**src/rtl/color_manager_sync_gen_if.sv**
```systemverilog
// Sync/porch bus between the Color Manager line-timing source and its consumers.
// The master modport is the generator; CfgError exists only with CM_SYNC_GEN_CFG_CHECK_EN.
interface color_manager_sync_gen_if #(
    parameter int BACKPORCH_WIDTH  = 8,
    parameter int FRONTPORCH_WIDTH = 12,
    parameter int BLANK_WIDTH      = 8,
    parameter int LINE_COUNT_WIDTH = 10
);
    logic                        Enable;
    logic [BACKPORCH_WIDTH-1:0]  BackPorch;
    logic [FRONTPORCH_WIDTH-1:0] FrontPorch;
    logic [BLANK_WIDTH-1:0]      BlankLen;
    logic [LINE_COUNT_WIDTH-1:0] LinesPerFrame;
    logic                        Sync;
    logic                        Active;
    logic [FRONTPORCH_WIDTH-1:0] Position;
    logic [LINE_COUNT_WIDTH-1:0] LineNumber;
    logic                        FrameStart;
`ifdef CM_SYNC_GEN_CFG_CHECK_EN
    logic                        CfgError;
`endif

    modport master (
        input  Enable, BackPorch, FrontPorch, BlankLen, LinesPerFrame,
        output Sync, Active, Position, LineNumber, FrameStart
`ifdef CM_SYNC_GEN_CFG_CHECK_EN
        , output CfgError
`endif
    );

    modport slave (
        output Enable, BackPorch, FrontPorch, BlankLen, LinesPerFrame,
        input  Sync, Active, Position, LineNumber, FrameStart
`ifdef CM_SYNC_GEN_CFG_CHECK_EN
        , input CfgError
`endif
    );
endinterface

```
**src/rtl/color_manager_sync_gen.sv**
```systemverilog
// Line-timing source: Sync-high lines separated by a programmable blank, with line/frame tracking.
// Optional CM_SYNC_GEN_CFG_CHECK_EN adds CfgError, flagging lines with an empty active window.
module color_manager_sync_gen #(
    parameter int BACKPORCH_WIDTH  = 8,
    parameter int FRONTPORCH_WIDTH = 12,
    parameter int BLANK_WIDTH      = 8,
    parameter int LINE_COUNT_WIDTH = 10
) (
    input  logic                     Clk,
    input  logic                     Rst,
    color_manager_sync_gen_if.master bus
);
    localparam int CW = ((FRONTPORCH_WIDTH > BACKPORCH_WIDTH) ? FRONTPORCH_WIDTH : BACKPORCH_WIDTH) + 1;

    typedef enum logic [1:0] {IDLE, LINE, BLANK} state_t;

    state_t                      state_q, state_d;
    logic [BACKPORCH_WIDTH-1:0]  bp_q, bp_d;
    logic [FRONTPORCH_WIDTH-1:0] fp_q, fp_d;
    logic [BLANK_WIDTH-1:0]      bl_q, bl_d;
    logic [LINE_COUNT_WIDTH-1:0] lpf_q, lpf_d;
    logic [BLANK_WIDTH-1:0]      cnt_q, cnt_d;
    logic                        sync_q, sync_d;
    logic                        active_q, active_d;
    logic [FRONTPORCH_WIDTH-1:0] pos_q, pos_d;
    logic [LINE_COUNT_WIDTH-1:0] line_q, line_d;
    logic                        fs_q, fs_d;
    logic                        start_line;
    logic                        cfg_bad;

    always_comb begin
        state_d    = state_q;
        bp_d       = bp_q;
        fp_d       = fp_q;
        bl_d       = bl_q;
        lpf_d      = lpf_q;
        cnt_d      = cnt_q;
        sync_d     = sync_q;
        pos_d      = pos_q;
        line_d     = line_q;
        fs_d       = 1'b0;
        start_line = 1'b0;

        case (state_q)
            IDLE: begin
                sync_d = 1'b0;
                pos_d  = '0;
                if (bus.Enable) begin
                    state_d    = LINE;
                    start_line = 1'b1;
                    sync_d     = 1'b1;
                    line_d     = '0;
                    fs_d       = 1'b1;
                end
            end
            LINE: begin
                if (pos_q == fp_q) begin
                    state_d = BLANK;
                    sync_d  = 1'b0;
                    pos_d   = '0;
                    cnt_d   = (bl_q == '0) ? BLANK_WIDTH'(1) : bl_q;
                end else begin
                    pos_d = pos_q + FRONTPORCH_WIDTH'(1);
                end
            end
            BLANK: begin
                if (cnt_q <= BLANK_WIDTH'(1)) begin
                    if (bus.Enable) begin
                        state_d    = LINE;
                        start_line = 1'b1;
                        sync_d     = 1'b1;
                        pos_d      = '0;
                        // lpf_q - 1 is all-ones when LinesPerFrame is 0, giving the full 2^W wrap
                        line_d     = (line_q == lpf_q - LINE_COUNT_WIDTH'(1)) ? '0
                                                                              : line_q + LINE_COUNT_WIDTH'(1);
                        fs_d       = (line_d == '0);
                    end else begin
                        state_d = IDLE;
                    end
                end else begin
                    cnt_d = cnt_q - BLANK_WIDTH'(1);
                end
            end
            default: begin
                state_d = IDLE;
                sync_d  = 1'b0;
                pos_d   = '0;
            end
        endcase

        if (start_line) begin
            bp_d  = bus.BackPorch;
            fp_d  = bus.FrontPorch;
            bl_d  = bus.BlankLen;
            lpf_d = bus.LinesPerFrame;
        end

        active_d = sync_d && (CW'(pos_d) > CW'(bp_d)) && (pos_d < fp_d);
        cfg_bad  = start_line && (CW'(fp_d) <= CW'(bp_d) + CW'(1));
    end

    always_ff @(posedge Clk) begin
        if (Rst) begin
            state_q  <= IDLE;
            bp_q     <= '0;
            fp_q     <= '0;
            bl_q     <= '0;
            lpf_q    <= '0;
            cnt_q    <= '0;
            sync_q   <= 1'b0;
            active_q <= 1'b0;
            pos_q    <= '0;
            line_q   <= '0;
            fs_q     <= 1'b0;
        end else begin
            state_q  <= state_d;
            bp_q     <= bp_d;
            fp_q     <= fp_d;
            bl_q     <= bl_d;
            lpf_q    <= lpf_d;
            cnt_q    <= cnt_d;
            sync_q   <= sync_d;
            active_q <= active_d;
            pos_q    <= pos_d;
            line_q   <= line_d;
            fs_q     <= fs_d;
        end
    end

`ifdef CM_SYNC_GEN_CFG_CHECK_EN
    logic cfg_err_q;

    always_ff @(posedge Clk) begin
        if (Rst) begin
            cfg_err_q <= 1'b0;
        end else begin
            cfg_err_q <= cfg_bad;
        end
    end

    assign bus.CfgError = cfg_err_q;
`else
    logic unused_cfg;
    assign unused_cfg = cfg_bad;
`endif

    assign bus.Sync       = sync_q;
    assign bus.Active     = active_q;
    assign bus.Position   = pos_q;
    assign bus.LineNumber = line_q;
    assign bus.FrameStart = fs_q;
endmodule

```
**src/flat_wrapper.sv**
```systemverilog
// flat-port wrapper written by rule: the top's interface ports become plain ports
module color_manager_sync_gen_flat 
#(
    parameter int BACKPORCH_WIDTH  = 8,
    parameter int FRONTPORCH_WIDTH = 12,
    parameter int BLANK_WIDTH      = 8,
    parameter int LINE_COUNT_WIDTH = 10
)
  (Clk, Rst, bus_Enable, bus_BackPorch, bus_FrontPorch, bus_BlankLen, bus_LinesPerFrame, bus_Sync, bus_Active, bus_Position, bus_LineNumber, bus_FrameStart);
  color_manager_sync_gen_if #(.BACKPORCH_WIDTH(BACKPORCH_WIDTH), .FRONTPORCH_WIDTH(FRONTPORCH_WIDTH), .BLANK_WIDTH(BLANK_WIDTH), .LINE_COUNT_WIDTH(LINE_COUNT_WIDTH)) bus_i ();
  input  logic Clk;
  input  logic Rst;
  input wire logic [$bits(bus_i.Enable)-1:0] bus_Enable;
  input wire logic [$bits(bus_i.BackPorch)-1:0] bus_BackPorch;
  input wire logic [$bits(bus_i.FrontPorch)-1:0] bus_FrontPorch;
  input wire logic [$bits(bus_i.BlankLen)-1:0] bus_BlankLen;
  input wire logic [$bits(bus_i.LinesPerFrame)-1:0] bus_LinesPerFrame;
  output wire logic [$bits(bus_i.Sync)-1:0] bus_Sync;
  output wire logic [$bits(bus_i.Active)-1:0] bus_Active;
  output wire logic [$bits(bus_i.Position)-1:0] bus_Position;
  output wire logic [$bits(bus_i.LineNumber)-1:0] bus_LineNumber;
  output wire logic [$bits(bus_i.FrameStart)-1:0] bus_FrameStart;
  assign bus_i.Enable = bus_Enable;
  assign bus_i.BackPorch = bus_BackPorch;
  assign bus_i.FrontPorch = bus_FrontPorch;
  assign bus_i.BlankLen = bus_BlankLen;
  assign bus_i.LinesPerFrame = bus_LinesPerFrame;
  assign bus_Sync = bus_i.Sync;
  assign bus_Active = bus_i.Active;
  assign bus_Position = bus_i.Position;
  assign bus_LineNumber = bus_i.LineNumber;
  assign bus_FrameStart = bus_i.FrameStart;
  color_manager_sync_gen #(.BACKPORCH_WIDTH(BACKPORCH_WIDTH), .FRONTPORCH_WIDTH(FRONTPORCH_WIDTH), .BLANK_WIDTH(BLANK_WIDTH), .LINE_COUNT_WIDTH(LINE_COUNT_WIDTH)) u_core (.Clk(Clk), .Rst(Rst), .bus(bus_i));
endmodule
```
**config.mk**
```make
export PLATFORM = sky130hd
export DESIGN_NAME = color_manager_sync_gen_flat
export DESIGN_NICKNAME = d
export VERILOG_FILES = /design/src/rtl/color_manager_sync_gen_if.sv /design/src/rtl/color_manager_sync_gen.sv /design/src/flat_wrapper.sv
export SDC_FILE = /design/constraint.sdc
export NUM_CORES = 1
export LEC_CHECK = 0
export CORE_MARGIN = 4
export CORE_UTILIZATION = 50
export DETAILED_ROUTE_END_ITERATION = 6
export HOLD_SLACK_MARGIN = 0.08
export PLACE_DENSITY = 0.86
export SLEW_MARGIN = 20
export SYNTH_ARGS = -nofsm -noshare
export SYNTH_HDL_FRONTEND = slang
export SYNTH_SLANG_ARGS = --single-unit
```
**constraint.sdc**
```tcl
create_clock -name Clk -period 4.3 [get_ports Clk]
set_input_delay 0.86 -clock Clk [delete_from_list [all_inputs] [get_ports Clk]]
set_output_delay 0.86 -clock Clk [all_outputs]
set_load 0.01 [all_outputs]
```
[After elaboration in Yosys (flattened, before gate mapping)]
Cells that the tools add are included.
Word-level totals
  flip-flop bits (word level): 73
  bits in latches: 0
  memory bits (writable): 0
  ROM bits: 0
  input port bits: 41
  output and inout port bits: 25
  logic and storage cells: 67
  memories kept: 0
Cells by class
  $add $sub $neg: 4
  multipliers: 0
  divide/modulo/power cells: 0
  magnitude comparators: 3
  eq/ne operators: 9
  shift-type cells: 0
  mux-type cells: 30
  bitwise gates (word level): 0
  reductions and logical operators: 10
Operator list (number)
  $mux W12: 4
  $mux W10: 4
  $mux W8: 4
  $pmux W12 S2: 1
  $pmux W10 S2: 1
  $pmux W8 S2: 1
  $add A12 B1 Y12 const B: 1
  $eq A12 B12 Y1: 1
  $gt A12 B8 Y1: 1
  $lt A12 B12 Y1: 1
  $add A10 B1 Y10 const B: 1
  $eq A10 B10 Y1: 1
  $logic_not A10 Y1: 1
  $sub A10 B1 Y10 const B: 1
  $le A8 B1 Y1 const B: 1
  $logic_not A8 Y1: 1
  $mux W1: 8
  $sub A8 B1 Y8 const B: 1
  $mux W2: 3
  $ne A2 B2 Y1 const B: 3
  $pmux W2 S3: 1
  $reduce_and A3 Y1: 2
  $ne A2 B1 Y1 const B: 2
  $pmux W1 S2: 2
  7 further kinds: 9

[Longest topological paths before layout]
Gate-level depths: netlist (run 1).
  depth after elaboration: 7
  mapped depth: 18
  gate-level depth less buffers: 16

[Worst setup path before layout (run 1)]
No wires, ideal clock.
  path kind: input to register
  from: in bus_Enable
  to: reg u_core.active_q, in the netlist u_core.bus.Active
  library setup time: 0.079 ns
  arrival: 3.169 ns
  required time: 4.221 ns
  path slack: 1.052 ns
  stages: 14
  path buffers: 2
  path through: and2_1 -> nand4_1 -> nand2_1 -> buf_4 -> buf_4 -> mux2i_1 -> ha_1 -> a21o_1 -> a21o_1 -> a21oi_1 -> o21ai_0 -> a221oi_1 -> nand2_1 -> a211oi_2
On the way
  cells in the longest elaborated chain, start to end: 7
  elaborated cells on any way between the ends: 15
  classes of those cells: 2 x order compare; 11 x mux; 2 x reduce/logical
Ends and longest elaborated chain
  from (decl): RTL line flat_wrapper.sv:13  | input wire logic [$bits(bus_i.Enable)-1:0] bus_Enable;
  $mux W1: RTL line color_manager_sync_gen.sv:48, color_manager_sync_gen.sv:68
  $mux W1: RTL line color_manager_sync_gen.sv:67  | if (cnt_q <= BLANK_WIDTH'(1)) begin
  $pmux W1 S2: RTL line color_manager_sync_gen.sv:44  | case (state_q)
  $mux W8: RTL line color_manager_sync_gen.sv:91  | if (start_line) begin
  $gt A12 B8 Y1: RTL line color_manager_sync_gen.sv:98  | active_d = sync_d && (CW'(pos_d) > CW'(bp_d)) && (pos_d < fp_d);
  $logic_and A1 B1 Y1: RTL line color_manager_sync_gen.sv:98
  $logic_and A1 B1 Y1 *: RTL line color_manager_sync_gen.sv:98
  to (signal assigned): RTL line color_manager_sync_gen.sv:123  | active_q <= active_d;
  to (decl): RTL line color_manager_sync_gen.sv:24  | logic active_q, active_d;
Mark *: on every way between the ends. The rest lies on a longest branch, timed or not.
A chain may end at the register's enable or synchronous reset.

[Worst setup path in the final report (run 1)]
  from: reg u_core.state_q[0]
  to: reg u_core.active_q, in the netlist u_core.bus.Active
On the way
  elaborated cells on any way between the ends: 12
  classes of those cells: 2 x order compare; 2 x eq/ne; 5 x mux; 3 x reduce/logical
RTL lines
  from (decl): RTL line color_manager_sync_gen.sv:17  | state_t state_q, state_d;
  from (signal assigned): RTL line color_manager_sync_gen.sv:116  | state_q <= state_d;
  $eq A2 B2 Y1 / $eq A2 B1 Y1 (equally long branches): RTL line color_manager_sync_gen.sv:44
  $pmux W12 S2 *: RTL line color_manager_sync_gen.sv:44
  via u_core.pos_d[6]: RTL line color_manager_sync_gen.sv:25  | logic [FRONTPORCH_WIDTH-1:0] pos_q, pos_d;
  $gt A12 B8 Y1: RTL line color_manager_sync_gen.sv:98
  $logic_and A1 B1 Y1: RTL line color_manager_sync_gen.sv:98
  $logic_and A1 B1 Y1 *: RTL line color_manager_sync_gen.sv:98
Mark *: on every way through the listed nets, which the timed path passes. The rest lies on a longest branch.

==> results.cfg, run 1 <==
[yosys]
yosys_warnings = 0
ys_types = 67
synth_top_family_by_area = simple AND/OR/NAND/NOR gates
yosys.area_share.xor_xnor_pct = 5.699
syn-instance-count = 545
synth_edf_count = 0
ys_top_cells_by_area = dfxtp_1 (33%), ha_1 (7.9%), nand2_1 (6.1%)
syn_nets = 614
synth_fa_ha_area_share_pct = 7.861
synth.largest_area_cell = dfxtp_1
syn_area_per_cell_sq_um = 8.178
synth_simple_gate_area_share_pct = 25.21
ys.flop_type = dfxtp_1
ys_ff_latch = 73
yosysSeqAreaShare_pct = 32.79
synth_area_sq_um = 4457
synth_compound_area_share_pct = 18.95
async_reset_ff_share_pct = 0
muxShareOfSynthArea_pct = 4.745
synth_top_area_share_pct = 32.79

[sta]
min_period_ps = 3821
worst_pin_slew_ps = 602.4
post-route-period-util_pct = 88.87
fmax_ghz = 0.2617
finalMaxSlewViolations = 0
fin_tns_setup_ps = 0
setup_viol = 0
rsz0062_at_grt = false
slew_headroom_pct = 59.62
skew_ps = 13.55
finalHoldViolations = 0

[placement]
place_area_sq_um = 5145
finalWeightedCongestion = 0.9303
dp_hpwl_um = 8460
io_buffers = 65
placed_cells = 696

[worst_setup_path]
slowest_stage = ha_1
start_kind = flip-flop
required_ps = 4580
critPathTopFamily = compound AO/OA/AOI/OAI gates
crit_path_start = u_core.state_q[0]
crit_chain = inv_1, ha_1, inv_1, a41oi_1, buf_4, o21ai_1, o41ai_1, and2_1, ha_1, a21o_1, a21oi_1, o21ai_0, a221oi_1, nand2_1, a211oi_2
cp.arrival_ps = 4100
cp_max_fo = 17
critPathMaxStageDelay_ps = 520
r2r-start = u_core.state_q[0]
crit_buf_inv = 3
critical_path.endpoint = u_core.bus.Active
end_kind = flip-flop
rr_endpoint = u_core.bus.Active
crit_type = flip-flop to flip-flop
ff2ff_path_depth = 15
worst-path-stages = 15
r2r_slack_ps = 480

[final_layout]
stdcell_count = 711
diodes = 0
stdcell_area_sq_um = 5373
drive_gt1_share_pct = 7.463
nets = 668
area_growth_pct = 20.55
utilization_pct = 61.91
nFillCells = 748

[clock_network]
cts-root-buf = clkbuf_8
post_cts_resized = 0
cts_setup_buffers = 0
holdBufCountCts = 0
clkTransAtPathRegs_ps = 80
cts_buffer_depth = 2
clkSinkCount = 73
htreeDepth = 3
clock_latency_ps = 350
cts_tree = yes
cts-buffers-inserted = 9

[floorplan]
std_cell_rows = 34
fp.dieW_um = 102.4
initial_utilization_pct = 51.36
core_sq_um = 8678
die_area_sq_um = 10490
pin_count = 66
die_y_um = 102.4

[global_routing]
grt_pass1_wl_um = 18930
busiest_layer = met2
met1_usage_pct = 28.30
use_met2_pct = 37.83
grt_util_all_layers_pct = 22.76
grt_max_degree = 48
grt_overflow = 0
use_met3_pct = 4.096
antenna_found_initial = 0
grt_pass1_vias = 4023

[power]
power_density_nw_per_um2 = 494.0
irDropWorstVdd_mv = 0.2753
leakage_nw = 2.039
power.total_mw = 2.654

[route]
dr_total_vias = 4175
first_pass_iters = 6
drtIter0Drc = 257
remaining_drc_errors = 0
via_per_inst = 5.872
drtAntennaViolNets = 0
wl_per_cell_um = 16.08
routed_wl_um = 11430

[min_path]
holdCritPathClass = flip-flop to flip-flop

[job]
maxCapViolCount = 0

[run_status]
outcome = complete, no violations
## worst min-delay path by stage
stage / start / end / slack, ps / cells past startpoint
4_1_cts: u_core.bl_q[0] / u_core.bl_q[0] / 460 / 2
5_1_grt: u_core.bl_q[0] / u_core.bl_q[0] / 480 / 2
2_1_floorplan: u_core.bl_q[0] / u_core.bl_q[0] / 430 / 2
3_5_place_dp: u_core.bl_q[0] / u_core.bl_q[0] / 450 / 2
6_report: u_core.bl_q[0] / u_core.bl_q[0] / 460 / 2
3_3_place_gp: u_core.bl_q[0] / u_core.bl_q[0] / 450 / 2
## worst reg2reg max path, cell delays in order (launching register included)
cell,delay (ps)
dfxtp_1,350
inv_1,100
ha_1,520
inv_1,360
a41oi_1,420
buf_4,250
o21ai_1,80
o41ai_1,90
and2_1,280
ha_1,280
a21o_1,160
a21oi_1,130
o21ai_0,100
a221oi_1,300
nand2_1,140
a211oi_2,200
## synth_stat cells, types with 5 or more instances
cell	number
a211oi_1	6
a21o_1	10
a21oi_1	37
a31oi_1	5
and2_1	9
and3_1	6
clkbuf_1	17
dfxtp_1	73
ha_1	28
inv_1	15
mux2i_1	20
nand2_1	72
nand2b_1	5
nand3_1	19
nand4_1	10
nor2_1	50
nor2b_1	14
nor3_1	8
o21ai_0	18
o21ai_1	7
o31ai_1	8
xnor2_1	26
## report_power, final
| part | total, mW | internal (mW) | switching (mW) |
|---|---|---|---|
| clock | 0.615 | 0.356 | 0.259 |
| combinational | 1.16 | 0.472 | 0.691 |
| sequential | 0.876 | 0.780 | 0.0960 |
## area by class of cell
| cell class | instances | area, sq um | area share [%] |
|---|---|---|---|
| clock inverters | 4 | 76.32 | 1.421 |
| well taps | 108 | 135.1 | 2.515 |
| inverters | 15 | 56.30 | 1.048 |
| repair buffers | 73 | 705.7 | 13.13 |
| multi-input cells | 427 | 2786 | 51.86 |
| flip-flops and latches | 73 | 1461 | 27.20 |
| clock buffers | 11 | 151.4 | 2.818 |
## registers in the layout, summed over array words and instances, names as in the netlist
signal                 flops
u_core.bus.Position       12
u_core.fp_q               12
u_core.bus.LineNumber     10
u_core.lpf_q              10
u_core.bl_q                8
u_core.bp_q                8
u_core.cnt_q               8
u_core.state_q             2
u_core.bus.Active          1
u_core.bus.FrameStart      1
u_core.bus.Sync            1
## placed cells by master (no fill, tap or decap), types with 15 or more instances in the layout
cell type,instances
nand3_1,19
a21oi_1,37
nand2_1,71
o21ai_0,18
xnor2_1,26
dfxtp_1,73
nor2_1,50
clkdlybuf4s50_1,64
inv_1,15
mux2i_1,20
ha_1,28
## per-stage QoR
| stage | setup WS [ps] | hold slack (ps) |
|---|---|---|
| floorplan | 1052 | 432.0 |
| global placement | 468.9 | 446.3 |
| detailed placement | 352.9 | 446.2 |
| CTS | 544.0 | 457.3 |
| global route | 122.0 | 478.2 |
| finish | 478.6 | 457.8 |
## logic make-up (layout without fill, tap and decap cells)
group,Yosys count,in the layout
buffers and inverters,45,103
flip-flops,73,73
AND/OR/NAND/NOR,225,225
XOR/XNOR,29,29
AO/OA/AOI/OAI,124,124
adder cells (fa/ha/maj),28,28
multiplexers,21,21
## per-layer routing
layer / routed length, um / vias up
met5: 0 / -
met4: 349 / 0
met3: 638 / 36
met2: 5492 / 155
met1: 4954 / 1940
li1: - / 2044
No activity file was read; power rests on OpenSTA's default activity.
==> inputs of run 2 (changes only) <==
--- a/config.mk
+++ b/config.mk
@@ -6,10 +6,10 @@
 export NUM_CORES = 1
 export LEC_CHECK = 0
 export CORE_MARGIN = 4
-export CORE_UTILIZATION = 50
+export CORE_UTILIZATION = 55
 export DETAILED_ROUTE_END_ITERATION = 6
 export HOLD_SLACK_MARGIN = 0.08
-export PLACE_DENSITY = 0.86
+export PLACE_DENSITY = 0.81
 export SLEW_MARGIN = 20
 export SYNTH_ARGS = -nofsm -noshare
 export SYNTH_HDL_FRONTEND = slang
==> results.cfg, run 2 (synthesized netlist as in run 1, its figures left out) <==
[sta]
post-route-period-util_pct = 88.34
skew_ps = 10.24
fmax_ghz = 0.2632
min_period_ps = 3799
finalMaxSlewViolations = 0
rsz0062_at_grt = false
worst_pin_slew_ps = 659.6
finalHoldViolations = 0
setup_viol = 0
slew_headroom_pct = 56.03
fin_tns_setup_ps = 0

[clock_network]
post_cts_resized = 0
clkTransAtPathRegs_ps = 70
cts_buffer_depth = 2
clkSinkCount = 73
cts-buffers-inserted = 9
cts-root-buf = clkbuf_8
holdBufCountCts = 0
cts_setup_buffers = 0
cts_tree = yes
htreeDepth = 3
clock_latency_ps = 350

[route]
drtAntennaViolNets = 0
remaining_drc_errors = 0
dr_total_vias = 4213
via_per_inst = 5.967
wl_per_cell_um = 16.18
drtIter0Drc = 264
routed_wl_um = 11420
first_pass_iters = 5

[worst_setup_path]
ff2ff_path_depth = 15
start_kind = flip-flop
crit_chain = inv_1, ha_1, inv_1, a41oi_1, buf_4, o21ai_1, o41ai_1, and2_1, ha_1, a21o_1, a21oi_1, o21ai_0, a221oi_1, nand2_1, a211oi_2
slowest_stage = ha_1
r2r_slack_ps = 500
critPathTopFamily = compound AO/OA/AOI/OAI gates
end_kind = flip-flop
crit_type = flip-flop to flip-flop
rr_endpoint = u_core.bus.Active
critical_path.endpoint = u_core.bus.Active
critPathMaxStageDelay_ps = 510
worst-path-stages = 15
crit_path_start = u_core.state_q[0]
required_ps = 4570
cp_max_fo = 17
crit_buf_inv = 3
cp.arrival_ps = 4070
r2r-start = u_core.state_q[0]

[job]
maxCapViolCount = 0

[final_layout]
utilization_pct = 68.22
stdcell_area_sq_um = 5326
seq_area_sq_um = 1461
nFillCells = 680
diodes = 0
area_growth_pct = 19.51
layout_commonest_cell = dfxtp_1
multi_input_area_sq_um = 2786
drive_gt1_share_pct = 7.119
nets = 668
final_cell_mix = dfxtp_1 (73), nand2_1 (71), clkdlybuf4s50_1 (64), nor2_1 (50), a21oi_1 (37)

[power]
irDropWorstVdd_mv = 0.2324
power_density_nw_per_um2 = 483.9
p_int_mw = 1.535
p_comb_share_pct = 45.4
p_sw_share_pct = 40.45
clkPwrFrac_pct = 20.7
leakage_nw = 2.024
sequentialPowerShare_pct = 33.9
p_sw_mw = 1.043

[floorplan]
fp.dieW_um = 98.02
core_sq_um = 7807
die_y_um = 98.02
pin_count = 66
die_area_sq_um = 9607
initial_utilization_pct = 57.08
std_cell_rows = 32

[min_path]
holdCritPathClass = flip-flop to flip-flop

[global_routing]
grt_pass1_vias = 4036
grt_pass1_wl_um = 19000
grt_max_degree = 35
grt_overflow = 0
grt_util_all_layers_pct = 23.89
antenna_found_initial = 0

[placement]
dp_hpwl_um = 8485
finalWeightedCongestion = 0.8771
io_buffers = 65
place_area_sq_um = 5137

[run_status]
outcome = complete, no violations
[run 2: final cells by class]
type	instances	share of cell area, %
repair buffers	73	13.25
clock buffers	13	2.795
clock inverters	3	0.7517
inverters	15	1.057
multi-input cells	427	52.31
well taps	102	2.396
flip-flops and latches	73	27.44
[run 2: layer usage]
metal	routed length [um]	track usage (%)	part of all wire [%]
met1	5106	31.73	45
met2	5464	38.27	48
met3	618	4.929	5.4
met4	234	8.946	2.0
met5	0	0	0
[run 2: stage by stage]
step | cells | hold WS [ps] | setup WS [ps] | total power [mW]
after CTS | 706 | 457.6 | 571.1 | 2.574
after global placement | 690 | 441.1 | 398.2 | 1.979
final | 706 | 454.1 | 501.3 | 2.577
after floorplan | 545 | 432.0 | 1052 | 1.763
after detailed placement | 690 | 446.7 | 277.4 | 2.034
after global routing | 706 | 473.1 | 82.46 | 2.762
[run 2: worst register-to-register path, delay by kind of cell, from the launching register on]
family          cells  cell delay [ps]
simple gates        2              390
compound gates      8             1510
buf+inv             3              700
flops               1              340
fa+ha+maj           2              790
[run 2: how the worst min path moves through the flow]
| stage | start | to | slack, ps | depth (start not counted) |
|---|---|---|---|---|
| global placement | u_core.bl_q[0] | u_core.bl_q[0] | 440 | 2 |
| CTS | u_core.bl_q[0] | u_core.bl_q[0] | 460 | 2 |
| global route | u_core.bl_q[0] | u_core.bl_q[0] | 470 | 2 |
| detailed placement | u_core.bl_q[0] | u_core.bl_q[0] | 450 | 2 |
| floorplan | u_core.bl_q[0] | u_core.bl_q[0] | 430 | 2 |
| finish | u_core.bl_q[0] | u_core.bl_q[0] | 450 | 2 |
[run 2: power groups by stage]
stage	Sequential [mW]	Clock (mW)	Combinational (mW)
detailed placement	0.886	0	1.15
floorplan	0.864	0	0.899
CTS	0.872	0.543	1.16
global placement	0.882	0	1.10
global route	0.887	0.570	1.30
finish	0.873	0.535	1.17
==> inputs of run 3 (changes only) <==
--- a/config.mk
+++ b/config.mk
@@ -5,6 +5,8 @@
 export SDC_FILE = /design/constraint.sdc
 export NUM_CORES = 1
 export LEC_CHECK = 0
+export ABC_AREA = 1
+export CORE_ASPECT_RATIO = 1.25
 export CORE_MARGIN = 4
 export CORE_UTILIZATION = 55
 export DETAILED_ROUTE_END_ITERATION = 6
==> results.cfg, run 3 <==
[worst_setup_path]
rr_endpoint = u_core.bus.Active
start_kind = input pin
crit_chain = clkdlybuf4s50_1, nand2_1, nor2_4, inv_2, nand2_4, mux2i_1, ha_1, a21oi_1, o21ai_0, o22a_1, a21oi_1, nand4_1, nand2_1, a21oi_1
path_common_cell = a21oi_1
crit_path_start = bus_Enable
cp.arrival_ps = 3640
ff2ff_path_depth = 15
end_kind = flip-flop
r2r_slack_ps = 1020
r2r-start = u_core.state_q[0]
required_ps = 4550
critPathMaxStageDelay_ps = 520
cp_max_fo = 22
crit_type = input pin to flip-flop
critical_path.endpoint = u_core.bus.Active
slowest_stage = clkdlybuf4s50_1

[route]
wl_met1_um = 4446
first_pass_iters = 5
via_per_inst = 5.455
wl_per_cell_um = 13.84
dr_total_vias = 4271
remaining_drc_errors = 0
highest_layer = met4
routed_wl_um = 10840
drtIter0Drc = 180
wl_met3_um = 610
drtAntennaViolNets = 0
wl_met2_um = 5473

[yosys]
synth_top_area_share_pct = 33.11
syn_area_per_cell_sq_um = 7.063
ys.flop_type = dfxtp_1
async_reset_ff_share_pct = 0
yosys-top-cells-count = nand2_1 (124), nor2_1 (81), dfxtp_1 (73)
yosysSeqAreaShare_pct = 33.11
muxShareOfSynthArea_pct = 4.082
synth_compound_area_share_pct = 13.49
synth.largest_area_cell = dfxtp_1
ys_types = 40
synth_edf_count = 0
yosys_warnings = 0
yosysMostFrequentCell = nand2_1
syn_nets = 694
synth_area_sq_um = 4414
ys_top_cells_by_area = dfxtp_1 (33%), nand2_1 (11%), ha_1 (7.9%)
synth_top_family_by_area = simple AND/OR/NAND/NOR gates
syn-instance-count = 625
synth_fa_ha_area_share_pct = 7.937
synth_simple_gate_area_share_pct = 26.93
yosys.area_share.xor_xnor_pct = 5.357
ys_ff_latch = 73

[clock_network]
cts_tree = yes
holdBufCountCts = 0
cts_buffer_depth = 2
cts_setup_buffers = 0
cts-buffers-inserted = 9
cts-root-buf = clkbuf_8
clkTransAtPathRegs_ps = 80
clock_latency_ps = 360
clkSinkCount = 73
htreeDepth = 3
post_cts_resized = 0

[power]
irDropWorstVdd_mv = 0.2948
power_density_nw_per_um2 = 546.3
leakage_nw = 2.291

[placement]
dp_hpwl_um = 8070
io_buffers = 65
finalWeightedCongestion = 0.9231
placed_cells = 767

[final_layout]
layout_commonest_cell = nand2_1
nFillCells = 683
stdcell_count = 783
seq_area_sq_um = 1461
diodes = 0
multi_input_area_sq_um = 2551
area_growth_pct = 18.96
drive_gt1_share_pct = 5.233
nets = 752
final_cell_mix = nand2_1 (124), nor2_1 (81), dfxtp_1 (73), inv_1 (69), clkdlybuf4s50_1 (65)

[sta]
finalMaxSlewViolations = 0
fin_tns_setup_ps = 0
finalHoldViolations = 0
worst_pin_slew_ps = 736.3
rsz0062_at_grt = false
slew_headroom_pct = 50.86
skew_ps = 14.65
fmax_ghz = 0.2950
post-route-period-util_pct = 78.84
setup_viol = 0
min_period_ps = 3390

[global_routing]
grt_max_degree = 45
grt_overflow = 0
grt_pass1_wl_um = 17810
grt_pass1_vias = 4195
antenna_found_initial = 0
grt_util_all_layers_pct = 23.44

[run_status]
outcome = complete, no violations

[floorplan]
fp.dieW_um = 88.13
pin_count = 66
core_sq_um = 7792
die_y_um = 108.2
initial_utilization_pct = 56.65
die_area_sq_um = 9532
std_cell_rows = 36

[min_path]
holdCritPathClass = flip-flop to flip-flop

[job]
maxCapViolCount = 0
## run 3: kinds of logic (layout without fill, tap and decap cells)
| logic type | Yosys count | in the layout |
|---|---|---|
| AND/OR/NAND/NOR | 276 | 276 |
| AO/OA/AOI/OAI | 108 | 108 |
| buffers and inverters | 95 | 158 |
| flip-flops | 73 | 73 |
| adder cells (fa/ha/maj) | 28 | 28 |
| XOR/XNOR | 27 | 27 |
| multiplexers | 18 | 18 |
## run 3: worst min-delay path by stage
stage | from | end | slack, ps | cells after the start
after global placement | u_core.bl_q[7] | u_core.bl_q[7] | 490 | 2
final | u_core.lpf_q[1] | u_core.lpf_q[1] | 500 | 2
after CTS | u_core.lpf_q[1] | u_core.lpf_q[1] | 500 | 2
after global routing | u_core.lpf_q[1] | u_core.lpf_q[1] | 530 | 2
after floorplan | u_core.bl_q[7] | u_core.bl_q[7] | 440 | 2
after detailed placement | u_core.bl_q[7] | u_core.bl_q[7] | 490 | 2
## run 3: routing by layer
layer	vias to the layer above	GRT usage [%]
li1	2150	-
met1	1958	26.30
met2	136	42.24
met3	27	4.726
met4	0	10.15
met5	-	0
## run 3: layout make-up
| cell class | instances | area share [%] |
|---|---|---|
| multi-input cells | 457 | 48.58 |
| flip-flops and latches | 73 | 27.83 |
| repair buffers | 67 | 12.68 |
| inverters | 75 | 5.361 |
| clock buffers | 11 | 2.692 |
| well taps | 95 | 2.264 |
| clock inverters | 5 | 0.5957 |
## run 3: worst max-delay path: cells and delay by family
family	cells	cell delay, ps
adders and majority gates	1	300
AOI/OAI and AO/OA	5	700
muxes	1	310
buffers and inverters	2	610
and+or+nand+nor	5	830
## run 3: per-stage QoR
step,hold slack [ps],total power [mW],setup slack [ps],utilization [%],cell area (sq um)
global route,527.0,3.097,801.5,67.39,5251
detailed placement,490.0,2.376,575.2,65.17,5079
global placement,485.1,2.327,765.0,65.17,5079
CTS,502.2,2.874,943.2,67.39,5251
floorplan,443.7,2.086,1485,-,4414
finish,495.9,2.869,909.9,67.39,5251
## run 3: power breakdown
part,internal (mW),switching (mW)
Sequential,0.823,0.120
Combinational,0.530,0.901
Clock,0.224,0.272
Total,1.58,1.29
